<file path="src/rtl/fixed_point_pkg.sv">
// fixed_point_pkg: shared constants and helpers for the fixed-point MAC datapath
// Provides default operand/output formats, a constant clog2 and a saturate-or-wrap folder.
package fixed_point_pkg;
    localparam int DEF_W_WIDTH   = 19;
    localparam int DEF_W_FRAC    = 18;
    localparam int DEF_P_WIDTH   = 10;
    localparam int DEF_OUT_WIDTH = 26;

    typedef struct packed {
        logic               ovf;
        logic signed [63:0] value;
    } sat_t;

    function automatic int clog2(input int v);
        int r;
        r = 0;
        while ((1 << r) < v) r++;
        return r;
    endfunction

    // Range-checks v against an n-bit signed format; the caller keeps the low n bits of value,
    // which is the clamped bound when sat is set, or v itself (two's-complement wrap) otherwise.
    function automatic sat_t sat_wrap(input logic signed [63:0] v, input int n, input logic sat);
        logic signed [63:0] hi;
        logic signed [63:0] lo;
        sat_t r;
        hi = (64'sd1 <<< (n - 1)) - 64'sd1;
        lo = -hi - 64'sd1;
        r.ovf = (v > hi) || (v < lo);
        r.value = (r.ovf && sat) ? ((v < 0) ? lo : hi) : v;
        return r;
    endfunction
endpackage

</file>
<file path="src/rtl/fixed_point_mac_mult.sv">
// signed_mult_pipe: operand register plus STAGES-deep signed product chain with valid bits
// Ports: clk, rst_n (async low), flush_i (sync drop of all valids), valid_i/a_i/b_i in, valid_o/prod_o out.
module signed_mult_pipe #(
    parameter int A_W    = 19,
    parameter int B_W    = 10,
    parameter int STAGES = 2
) (
    input  logic                 clk,
    input  logic                 rst_n,
    input  logic                 flush_i,
    input  logic                 valid_i,
    input  logic [A_W-1:0]       a_i,
    input  logic [B_W-1:0]       b_i,
    output logic                 valid_o,
    output logic [A_W+B_W-1:0]   prod_o
);
    localparam int P_W = A_W + B_W;

    logic signed [A_W-1:0] a_q;
    logic signed [B_W-1:0] b_q;
    logic                  in_vld_q;
    logic [P_W-1:0]        prod_q [STAGES];
    logic [STAGES-1:0]     vld_q;

    always_ff @(posedge clk or negedge rst_n) begin
        if (!rst_n) begin
            a_q      <= '0;
            b_q      <= '0;
            in_vld_q <= 1'b0;
            vld_q    <= '0;
            for (int i = 0; i < STAGES; i++) prod_q[i] <= '0;
        end else begin
            a_q       <= $signed(a_i);
            b_q       <= $signed(b_i);
            in_vld_q  <= valid_i & ~flush_i;
            prod_q[0] <= P_W'(a_q) * P_W'(b_q);
            vld_q[0]  <= in_vld_q & ~flush_i;
            for (int i = 1; i < STAGES; i++) begin
                prod_q[i] <= prod_q[i-1];
                vld_q[i]  <= vld_q[i-1] & ~flush_i;
            end
        end
    end

    assign valid_o = vld_q[STAGES-1];
    assign prod_o  = prod_q[STAGES-1];
endmodule

</file>
<file path="src/rtl/fixed_point_mac.sv">
// fixed_point_mac: pipelined signed MAC summing TAPS products per window, then saturating or wrapping
// Ports: clk, GlobalReset (async low), InValid/SyncClear/WeightPort/PixelPort in; OutValid/Output/Overflow out.
module fixed_point_mac
    import fixed_point_pkg::*;
#(
    parameter int W_WIDTH     = DEF_W_WIDTH,
    parameter int W_FRAC      = DEF_W_FRAC,
    parameter int P_WIDTH     = DEF_P_WIDTH,
    parameter int OUT_WIDTH   = DEF_OUT_WIDTH,
    parameter int TAPS        = 9,
    parameter int MULT_STAGES = 2,
    parameter int SATURATE    = 1
) (
    input  logic                 clk,
    input  logic                 GlobalReset,
    input  logic                 InValid,
    input  logic                 SyncClear,
    input  logic [W_WIDTH-1:0]   WeightPort,
    input  logic [P_WIDTH-1:0]   PixelPort,
    output logic                 OutValid,
    output logic [OUT_WIDTH-1:0] Output,
    output logic                 Overflow
);
    localparam int P_W   = W_WIDTH + P_WIDTH;
    localparam int CW    = TAPS > 1 ? clog2(TAPS) : 1;
    localparam int ACC_W = P_W + clog2(TAPS);

    // Output keeps the weight's binary point, so a fraction wider than the weight is meaningless.
    if (W_FRAC > W_WIDTH) begin : g_bad_frac
        $error("W_FRAC exceeds W_WIDTH");
    end

    logic                    p_vld;
    logic [P_W-1:0]          prod;
    logic [CW-1:0]           cnt_q, cnt_d;
    logic signed [ACC_W-1:0] acc_q, acc_d, fin_q;
    logic                    fin_vld_q, last;
    logic                    out_vld_q, ovf_q;
    logic [OUT_WIDTH-1:0]    out_q;
    sat_t                    fold;

    signed_mult_pipe #(
        .A_W   (W_WIDTH),
        .B_W   (P_WIDTH),
        .STAGES(MULT_STAGES)
    ) u_mult (
        .clk    (clk),
        .rst_n  (GlobalReset),
        .flush_i(SyncClear),
        .valid_i(InValid),
        .a_i    (WeightPort),
        .b_i    (PixelPort),
        .valid_o(p_vld),
        .prod_o (prod)
    );

    // The first tap of a window restarts the sum instead of adding to the stale accumulator.
    always_comb begin
        last  = cnt_q == CW'(TAPS - 1);
        acc_d = (cnt_q == '0 ? '0 : acc_q) + ACC_W'($signed(prod));
        cnt_d = last ? '0 : cnt_q + CW'(1);
        fold  = sat_wrap(64'(fin_q), OUT_WIDTH, SATURATE != 0);
    end

    always_ff @(posedge clk or negedge GlobalReset) begin
        if (!GlobalReset) begin
            cnt_q     <= '0;
            acc_q     <= '0;
            fin_q     <= '0;
            fin_vld_q <= 1'b0;
            out_vld_q <= 1'b0;
            ovf_q     <= 1'b0;
            out_q     <= '0;
        end else if (SyncClear) begin
            cnt_q     <= '0;
            acc_q     <= '0;
            fin_vld_q <= 1'b0;
            out_vld_q <= 1'b0;
            ovf_q     <= 1'b0;
        end else begin
            if (p_vld) begin
                cnt_q <= cnt_d;
                acc_q <= acc_d;
            end
            if (p_vld && last) fin_q <= acc_d;
            fin_vld_q <= p_vld && last;
            out_vld_q <= fin_vld_q;
            ovf_q     <= fin_vld_q && fold.ovf;
            if (fin_vld_q) out_q <= OUT_WIDTH'(fold.value);
        end
    end

    assign OutValid = out_vld_q;
    assign Output   = out_q;
    assign Overflow = ovf_q;
endmodule

</file>
<file path="config.mk">
export PLATFORM = sky130hd
export DESIGN_NAME = fixed_point_mac
export DESIGN_NICKNAME = d
export VERILOG_FILES = /design/src/rtl/fixed_point_pkg.sv /design/src/rtl/fixed_point_mac_mult.sv /design/src/rtl/fixed_point_mac.sv
export SDC_FILE = /design/constraint.sdc
export NUM_CORES = 1
export LEC_CHECK = 0
export ABC_CLOCK_PERIOD_IN_PS = 6350
export CORE_ASPECT_RATIO = 0.8
export CORE_MARGIN = 5
export CORE_UTILIZATION = 30
export CTS_CLUSTER_DIAMETER = 50
export DETAILED_ROUTE_END_ITERATION = 7
export PLACE_DENSITY_LB_ADDON = 0.05
export SLEW_MARGIN = 15
export SYNTH_ARGS = -nofsm -noshare
export SYNTH_HDL_FRONTEND = slang
export SYNTH_SLANG_ARGS = --single-unit
</file>
<file path="constraint.sdc">
create_clock -name clk -period 6.35 [get_ports clk]
set_input_delay 1.27 -clock clk [delete_from_list [all_inputs] [get_ports clk]]
set_output_delay 1.27 -clock clk [all_outputs]
set_load 0.05 [all_outputs]
</file>
==> results.cfg, run 1 <==
[cells_and_area]
fin_nets = 1876
final_area_um2 = 16800
fin_cells = 2266
area_growth_pct = 12.6
drive_gt1_frac = 0.0459
diodes = 0
mostFrequentLayoutCell = nand2_1
utilization = 0.340
most-common-layout-cells = nand2_1, inv_1, dfrtp_1

[logic_synthesis]
yosys_warnings = 0
synth_seq_cells = 189
synthCells = 1552
synth_top_area_frac = 0.316
avgSynthCellArea_um2 = 9.64
netlist_top_cells_area = dfrtp_1, fa_1, ha_1
yosysTopAreaCell = dfrtp_1
synthFlopType = dfrtp_1
yosysSeqAreaShare = 0.316
synth_edf_count = 0
syn_area_um2 = 15000
yosysUniqueCellTypes = 69
synth_fp_nets = 1850
async_reset_ff_frac = 1.00

[clock_network]
cts_tree = yes
cts.clk_slew.worst_paths_ns = 0.08
cts_buffers = 17
cts_max_path_buffers = 2
root_buffer = clkbuf_16
clk_latency_ns = 0.46
cts_max_level = 4
clock-sinks = 189
ctsHoldBuffers = 0

[placement]
dpl_cell_area_um2 = 16200
port_buffers = 60
placedCellCount = 2232
routabilityCongestion = 0.793
dp_hpwl_um = 26800
place_ws_ns = 0.226

[global_routing]
grt_pass1_vias = 10557
antenna_found_initial = 0
grt_start_max_net_pins = 85
grt_overflow_total = 0
grtUsageTotal = 0.136
grt_first_pass_wirelength_um = 59500

[timing]
hold_viol_final = 0
slew_violations = 0
skew_ns = 0.0144
setup_violations = 0
worstMarginPinSlew_ns = 0.773
tns_ns = 0
layout_setup_ws_ns = 0.380
final.period_utilization = 0.940
slew_headroom = 0.485
grt_setup_unrepaired = false
holdWs_ns = 0.346
post-route-min-period_ns = 5.97
timing.fmax_mhz = 168

[min_path]
hold_class = register to register
holdPathStages = 0
hold_path_end = u_mult.prod_o[5]
hold_start = u_mult.prod_q[34]

[worst_setup_path]
max_stage_delay_ns = 0.68
cp_common_cell = fa_1
path_max_fanout = 19
crit_required_ns = 6.74
r2r-end = u_mult.prod_q[57]
cp.arrival_ns = 6.36
ff2ff_path_depth = 19
crit_slowest_cell = dfrtp_1
cp-end-kind = register
path_class = register to register
timing.rr.start = u_mult.b_q[5]
r2r_setup_slack_ns = 0.38
cp-start-kind = register
crit_chain = and2_1 -> fa_1 -> inv_1 -> fa_1 -> inv_1 -> fa_1 -> fa_1 -> inv_1 -> fa_1 -> inv_1 -> ha_1 -> or3_1 -> a21oi_1 -> o21ai_0 -> a41oi_1 -> o21ai_1 -> a21o_1 -> a21oi_1 -> xnor2_1

[route]
wl_per_cell_um = 15.4
finalWirelength_um = 35000
dr.pass1.iters = 5
vias_per_cell = 4.33
initialDrtViolationCount = 431
drtAntennaViolNets = 0
vias = 9807
drcViolationCount = 0

[floorplanning]
core_area_um2 = 49500
initial_core_util = 0.302
ioPinCount = 61
row_count = 73
die_area_um2 = 54500
die_w_um = 260
die_y_um = 210

[pwr]
power_density_nw_per_um2 = 404
p_leak_nw = 8.07
vdd_drop_max_v = 0.000291
power_mw = 6.80

[flow_run]
drv_cap = 0

[run_status]
status = finished, final reports clean
## routing by layer
layer / global-route usage / share of wire
met5: 0 / 0
met4: 0.0279 / 0.012
met3: 0.0250 / 0.027
met2: 0.188 / 0.40
met1: 0.219 / 0.57
## synthesized netlist by cell type, types with 2 or more instances
master,number
ha_1,101
nor3_1,13
a221o_1,2
o21ai_1,5
buf_1,3
nand2b_1,9
a31oi_1,6
nor4_1,3
nand3_1,12
a22oi_1,2
and4_1,2
o211ai_1,3
nand4_1,6
clkbuf_1,64
dfrtp_1,189
nor2b_1,10
a311o_1,2
fa_1,164
buf_6,2
and2_1,100
nand2_1,232
a211o_1,4
a31o_2,3
a211oi_1,11
mux2i_1,23
a21oi_1,50
and3_1,4
a21o_1,22
o21a_1,4
o21bai_1,9
xor2_1,20
nor2_1,70
xnor2_1,43
buf_2,2
a21boi_0,2
nor3b_1,4
inv_1,229
o21ai_0,91
## worst max-delay path: cells and delay by family (launching register included)
kind / cells / cell delay (ns)
fa+ha+maj: 6 / 2.76
compound gates: 6 / 1.46
flops: 1 / 0.68
simple gates: 2 / 0.66
buf+inv: 4 / 0.20
xor+xnor: 1 / 0.13
## where the power goes
part,switching [mW],internal [mW]
sequential,0.114,1.46
clock,0.546,0.526
combinational,2.36,1.80
total,3.02,3.78
## layout make-up
type                       instances  area, um2
timing repair buffer              79        747
inverter                         229        863
sequential                       189       4730
fill                            5168      32700
tap                              675        845
multi-input combinational       1062       9080
clock inverter                    14        133
clock buffer                      18        439
## worst max path at each step
| stage | start | end | slack (ns) | depth (start not counted) |
|---|---|---|---|---|
| floorplan | u_mult.b_q[3] | u_mult.prod_q[57] | 0.76 | 21 |
| global placement | u_mult.b_q[9] | u_mult.prod_q[57] | 0.27 | 19 |
| detailed placement | u_mult.b_q[9] | u_mult.prod_q[57] | 0.23 | 19 |
| CTS | u_mult.b_q[9] | u_mult.prod_q[57] | 0.21 | 19 |
| global route | u_mult.b_q[4] | u_mult.prod_q[57] | 0.02 | 19 |
| finish | u_mult.b_q[5] | u_mult.prod_q[57] | 0.38 | 19 |
## sequential cells by signal (all words and copies together), names as in the netlist
register	cells
fin_vld_q	1
cnt_q	4
acc_q	33
u_mult.b_q	10
Output	26
fin_q	33
OutValid	1
u_mult.prod_q	29
u_mult.prod_o	29
u_mult.vld_q	2
Overflow	1
u_mult.in_vld_q	1
u_mult.a_q	19
## kinds of logic (layout without fill, tap and decap cells)
| kind of cell | after synthesis | in the layout | share of synthesized area |
|---|---|---|---|
| XOR/XNOR | 63 | 63 | 0.0369 |
| multiplexers | 24 | 24 | 0.0161 |
| AO/OA/AOI/OAI | 238 | 238 | 0.103 |
| buffers and inverters | 301 | 340 | 0.0769 |
| AND/OR/NAND/NOR | 472 | 472 | 0.147 |
| adder cells (fa/ha/maj) | 265 | 265 | 0.304 |
| flip-flops | 189 | 189 | 0.316 |
## timing repair
item	CTS	global route
buffers inserted	0	2
endpoints found under the hold margin	0	0
endpoints found under the setup margin	0	3
resized for setup	0	3
No activity file was read; power rests on OpenSTA's default activity.
==> run 2: changes to the inputs <==
Settings changed: CORE_ASPECT_RATIO 0.8 to 0.5.
==> results.cfg, run 2 (synthesis results as in run 1) <==
[flow_run]
drv_cap = 0

[worst_setup_path]
path_max_fanout = 19
crit_path_start = u_mult.b_q[7]
cp_common_cell = fa_1
crit_family = adder cells
crit_required_ns = 6.66
cp-start-kind = register
crit_slowest_cell = dfrtp_1
max_stage_delay_ns = 0.73
path_class = register to register
cp-end-kind = register
crit_chain = nand2_1 -> fa_1 -> fa_1 -> inv_1 -> fa_1 -> fa_1 -> inv_1 -> fa_1 -> inv_1 -> ha_1 -> or3_1 -> a21oi_1 -> o21ai_0 -> a41oi_1 -> o21ai_1 -> a21o_1 -> a21oi_1 -> xnor2_1
crit_buf_inv = 3
cp.arrival_ns = 6.23
timing.rr.start = u_mult.b_q[7]

[clock_network]
cts_max_path_buffers = 2
clock-sinks = 189
cts_max_level = 4
cts.clk_slew.worst_paths_ns = 0.07
cts_tree = yes
root_buffer = clkbuf_16
cts_buffers = 17
ctsHoldBuffers = 0
clk_latency_ns = 0.45

[route]
dr.pass1.iters = 5
drcViolationCount = 0
wl_per_cell_um = 16.2
vias = 10031
finalWirelength_um = 36300
initialDrtViolationCount = 569
drtAntennaViolNets = 0
vias_per_cell = 4.48

[placement]
placedCellCount = 2205
dp_hpwl_um = 28000
port_buffers = 60
routabilityCongestion = 0.848

[floorplanning]
row_count = 57
ioPinCount = 61
die_w_um = 326
die_area_um2 = 54700
die_y_um = 168
core_area_um2 = 48900
initial_core_util = 0.306

[global_routing]
grt_start_max_net_pins = 71
grtUsageTotal = 0.139
grt_overflow_total = 0
grt_pass1_vias = 10815
grt_first_pass_wirelength_um = 61100
antenna_found_initial = 0

[cells_and_area]
fin_cells = 2238
area_growth_pct = 12.4
most-common-layout-cells = nand2_1, inv_1, dfrtp_1
multi_input_area_um2 = 9080
n_fill_cell = 5019
fin_nets = 1876
top_regs = acc_q x33, fin_q x33
final-seq-area_um2 = 4740
mostFrequentLayoutCell = nand2_1
drive_gt1_frac = 0.0466
diodes = 0

[timing]
setup_violations = 0
grt_setup_unrepaired = false
post-route-min-period_ns = 5.92
timing.fmax_mhz = 169
slew_violations = 0
final.period_utilization = 0.932
skew_ns = 0.0113
worstMarginPinSlew_ns = 0.952
hold_viol_final = 0
slew_headroom = 0.366
holdWs_ns = 0.347
tns_ns = 0

[run_status]
status = finished, final reports clean

[pwr]
pwr-share-seq = 0.226
power_density_nw_per_um2 = 417
intPower_mw = 3.86
p_switching_mw = 3.15
vdd_drop_max_v = 0.000229
p_clk_frac = 0.159
power_frac_comb = 0.615
swShare = 0.449
p_leak_nw = 8.08

[min_path]
hold_start = u_mult.prod_q[50]
hold_class = register to register
## run 2: cell types whose count changed in the layout (fill, tap and decap cells not counted), sizes merged
cell      previous run  this run
clkinv               5         1
clkinvlp             6         3
inv                232       235
bufinv               0         2
## run 2: path summary, 6_finish.rpt
kind | slack, ns | end | cells past startpoint
max in group asynchronous | 4.20 | fin_q[23] | 2
worst min register to register | 0.35 | u_mult.prod_o[21] | 0
worst max-delay path | 0.43 | u_mult.prod_q[57] | 18
min in group asynchronous | 0.82 | u_mult.b_q[2] | 1
worst min-delay path | 0.35 | u_mult.prod_o[21] | 0
worst max register to register | 0.43 | u_mult.prod_q[57] | 18
## run 2: area by class of cell
cell class              instances  share of cell area
clock buffers                  18              0.0255
clock inverters                12             0.00907
inverters                     229              0.0513
multi-input cells            1062               0.540
flip-flops and latches        189               0.282
well taps                     649              0.0483
repair buffers                 79              0.0444
## run 2: through the flow
step	util	area, um2	total power, mW	setup WS (ns)
2_1_floorplan	-	15000	4.83	0.756
3_3_place_gp	0.331	16200	5.94	0.413
3_5_place_dp	0.331	16200	5.95	0.319
4_1_cts	0.343	16800	7.11	0.311
5_1_grt	0.344	16800	7.75	0.0554
6_report	0.344	16800	7.01	0.430
## run 2: what timing repair did
| item | in CTS | in global routing |
|---|---|---|
| setup buffers | 0 | 3 |
| gates resized for setup | 0 | 7 |
| endpoints found under the setup margin | 0 | 1 |
## run 2: power by group through the flow
stage | Combinational (mW) | Clock [mW] | Sequential (mW)
6_report | 4.31 | 1.11 | 1.58
5_1_grt | 4.93 | 1.21 | 1.61
4_1_cts | 4.37 | 1.16 | 1.59
3_5_place_dp | 4.34 | 0 | 1.61
3_3_place_gp | 4.33 | 0 | 1.61
2_1_floorplan | 3.30 | 0 | 1.53
## run 2: metal layers
layer	part of all wire	vias up	GRT usage
met2	0.39	154	0.193
li1	-	4956	-
met5	0	-	0
met4	0.0069	0	0.0231
met1	0.57	4906	0.225
met3	0.035	15	0.0249
==> run 3: changes to the inputs <==
Settings changed: CORE_UTILIZATION 30 to 60.
==> results.cfg, run 3 (synthesis results as in run 1) <==
[run_status]
status = finished, final reports clean

[pwr]
swShare = 0.446
pwr-share-seq = 0.230
p_leak_nw = 8.05
p_switching_mw = 3.06
intPower_mw = 3.80
p_clk_frac = 0.160
vdd_drop_max_v = 0.000310
power_density_nw_per_um2 = 418
power_frac_comb = 0.610

[global_routing]
grt_overflow_total = 0
grt_start_max_net_pins = 119
antenna_found_initial = 0
grtUsageTotal = 0.236
grt_first_pass_wirelength_um = 53400
grt_pass1_vias = 10394

[min_path]
hold_class = register to register
hold_path_end = u_mult.prod_o[25]
hold_start = u_mult.prod_q[54]
holdPathStages = 0

[worst_setup_path]
cp-end-kind = register
crit_family = adder cells
max_stage_delay_ns = 0.67
path_max_fanout = 19
cp-start-kind = register
crit_buf_inv = 4
cp.arrival_ns = 6.40
timing.rr.start = u_mult.b_q[6]
r2r-end = u_mult.prod_q[57]
path_class = register to register
crit_chain = and2_1 -> fa_1 -> inv_1 -> fa_1 -> inv_1 -> fa_1 -> fa_1 -> inv_1 -> fa_1 -> inv_1 -> ha_1 -> or3_1 -> a21oi_1 -> o21ai_0 -> a41oi_1 -> o21ai_1 -> a21o_1 -> a21oi_1 -> xnor2_1
cp_common_cell = fa_1
crit_slowest_cell = dfrtp_1
crit_required_ns = 6.71
r2r_setup_slack_ns = 0.30
ff2ff_path_depth = 19

[floorplanning]
die_w_um = 233
core_area_um2 = 24300
die_area_um2 = 28400
row_count = 40
ioPinCount = 61
die_y_um = 122
initial_core_util = 0.616

[placement]
place_ws_ns = 0.371
dp_hpwl_um = 23400
routabilityCongestion = 0.909
port_buffers = 60

[route]
drcViolationCount = 0
initialDrtViolationCount = 794
wl_per_cell_um = 16.3
drtAntennaViolNets = 0
vias_per_cell = 5.32
finalWirelength_um = 31200
dr.pass1.iters = 5
vias = 10199

[clock_network]
cts_resized = 0
cts_tree = yes
cts_setup_buffers = 0
cts_max_level = 4
ctsHoldBuffers = 0
clk_latency_ns = 0.45
root_buffer = clkbuf_16
clock-sinks = 189
cts_buffers = 17
cts.clk_slew.worst_paths_ns = 0.08
cts_max_path_buffers = 2

[timing]
grt_setup_unrepaired = false
timing.fmax_mhz = 165
post-route-min-period_ns = 6.05
tns_ns = 0
hold_viol_final = 0
slew_violations = 0
setup_violations = 0
final.period_utilization = 0.952
layout_setup_ws_ns = 0.304
skew_ns = 0.0166
slew_headroom = 0.383
worstMarginPinSlew_ns = 0.925

[cells_and_area]
fin_nets = 1865
drive_gt1_frac = 0.0380
diodes = 0
n_fill_cell = 1934
area_growth_pct = 9.45
utilization = 0.675
top_regs = acc_q x33, fin_q x33
mostFrequentLayoutCell = nand2_1
most-common-layout-cells = nand2_1, inv_1, dfrtp_1

[flow_run]
drv_cap = 0
==> run 3: cell count changes in the layout (fill, tap and decap cells not counted), sizes merged <==
cell / change
buf: -11
bufinv: -2
clkbuf: -1
clkinv: +7
clkinvlp: -2
==> run 3: layout make-up <==
class	count	area [um2]	share of cell area
clock buffers	17	425	0.0260
repair buffers	68	664	0.0406
flip-flops and latches	189	4730	0.289
multi-input cells	1062	9080	0.555
clock inverters	15	191	0.0117
well taps	336	420	0.0257
inverters	229	860	0.0525
==> run 3: worst max path at each step <==
stage	start	end	cells after the start
after global routing	u_mult.b_q[3]	u_mult.prod_q[57]	20
final	u_mult.b_q[6]	u_mult.prod_q[57]	19
after floorplan	u_mult.b_q[3]	u_mult.prod_q[57]	21
after detailed placement	u_mult.b_q[9]	u_mult.prod_q[57]	19
after global placement	u_mult.b_q[2]	u_mult.prod_q[57]	19
after CTS	u_mult.b_q[9]	u_mult.prod_q[57]	19
==> run 3: power by group through the flow <==
stage / sequential [mW] / combinational, mW / clock (mW)
2_1_floorplan: 1.53 / 3.30 / 0
3_3_place_gp: 1.59 / 4.10 / 0
3_5_place_dp: 1.60 / 4.17 / 0
4_1_cts: 1.58 / 4.19 / 1.11
5_1_grt: 1.60 / 4.81 / 1.17
6_report: 1.58 / 4.18 / 1.10
==> run 3: layer usage <==
metal / track usage / share of wire / vias up
li1: - / - / 4933
met2: 0.346 / 0.42 / 291
met3: 0.0526 / 0.062 / 22
met1: 0.366 / 0.51 / 4953
met5: 0 / 0 / -
met4: 0.0409 / 0.0074 / 0
==> run 3: worst reg2reg max path: cells and delay by family, from the launching register on <==
family	cells	cell delay (ns)
adders and majority gates	6	2.79
AOI/OAI and AO/OA	6	1.47
and+or+nand+nor	2	0.68
buffers and inverters	4	0.20
DFF	1	0.67
xor gates and xnor gates	1	0.15
==> run 3: metrics by stage <==
step / total power, mW / cell area (um2) / cells / hold slack [ns]
CTS: 6.89 / 16400 / 1916 / 0.338
detailed placement: 5.77 / 15800 / 1884 / 0.335
global route: 7.58 / 16400 / 1916 / 0.347
finish: 6.85 / 16400 / 1916 / 0.336
floorplan: 4.83 / 15000 / 1552 / 0.331
global placement: 5.69 / 15800 / 1884 / 0.333
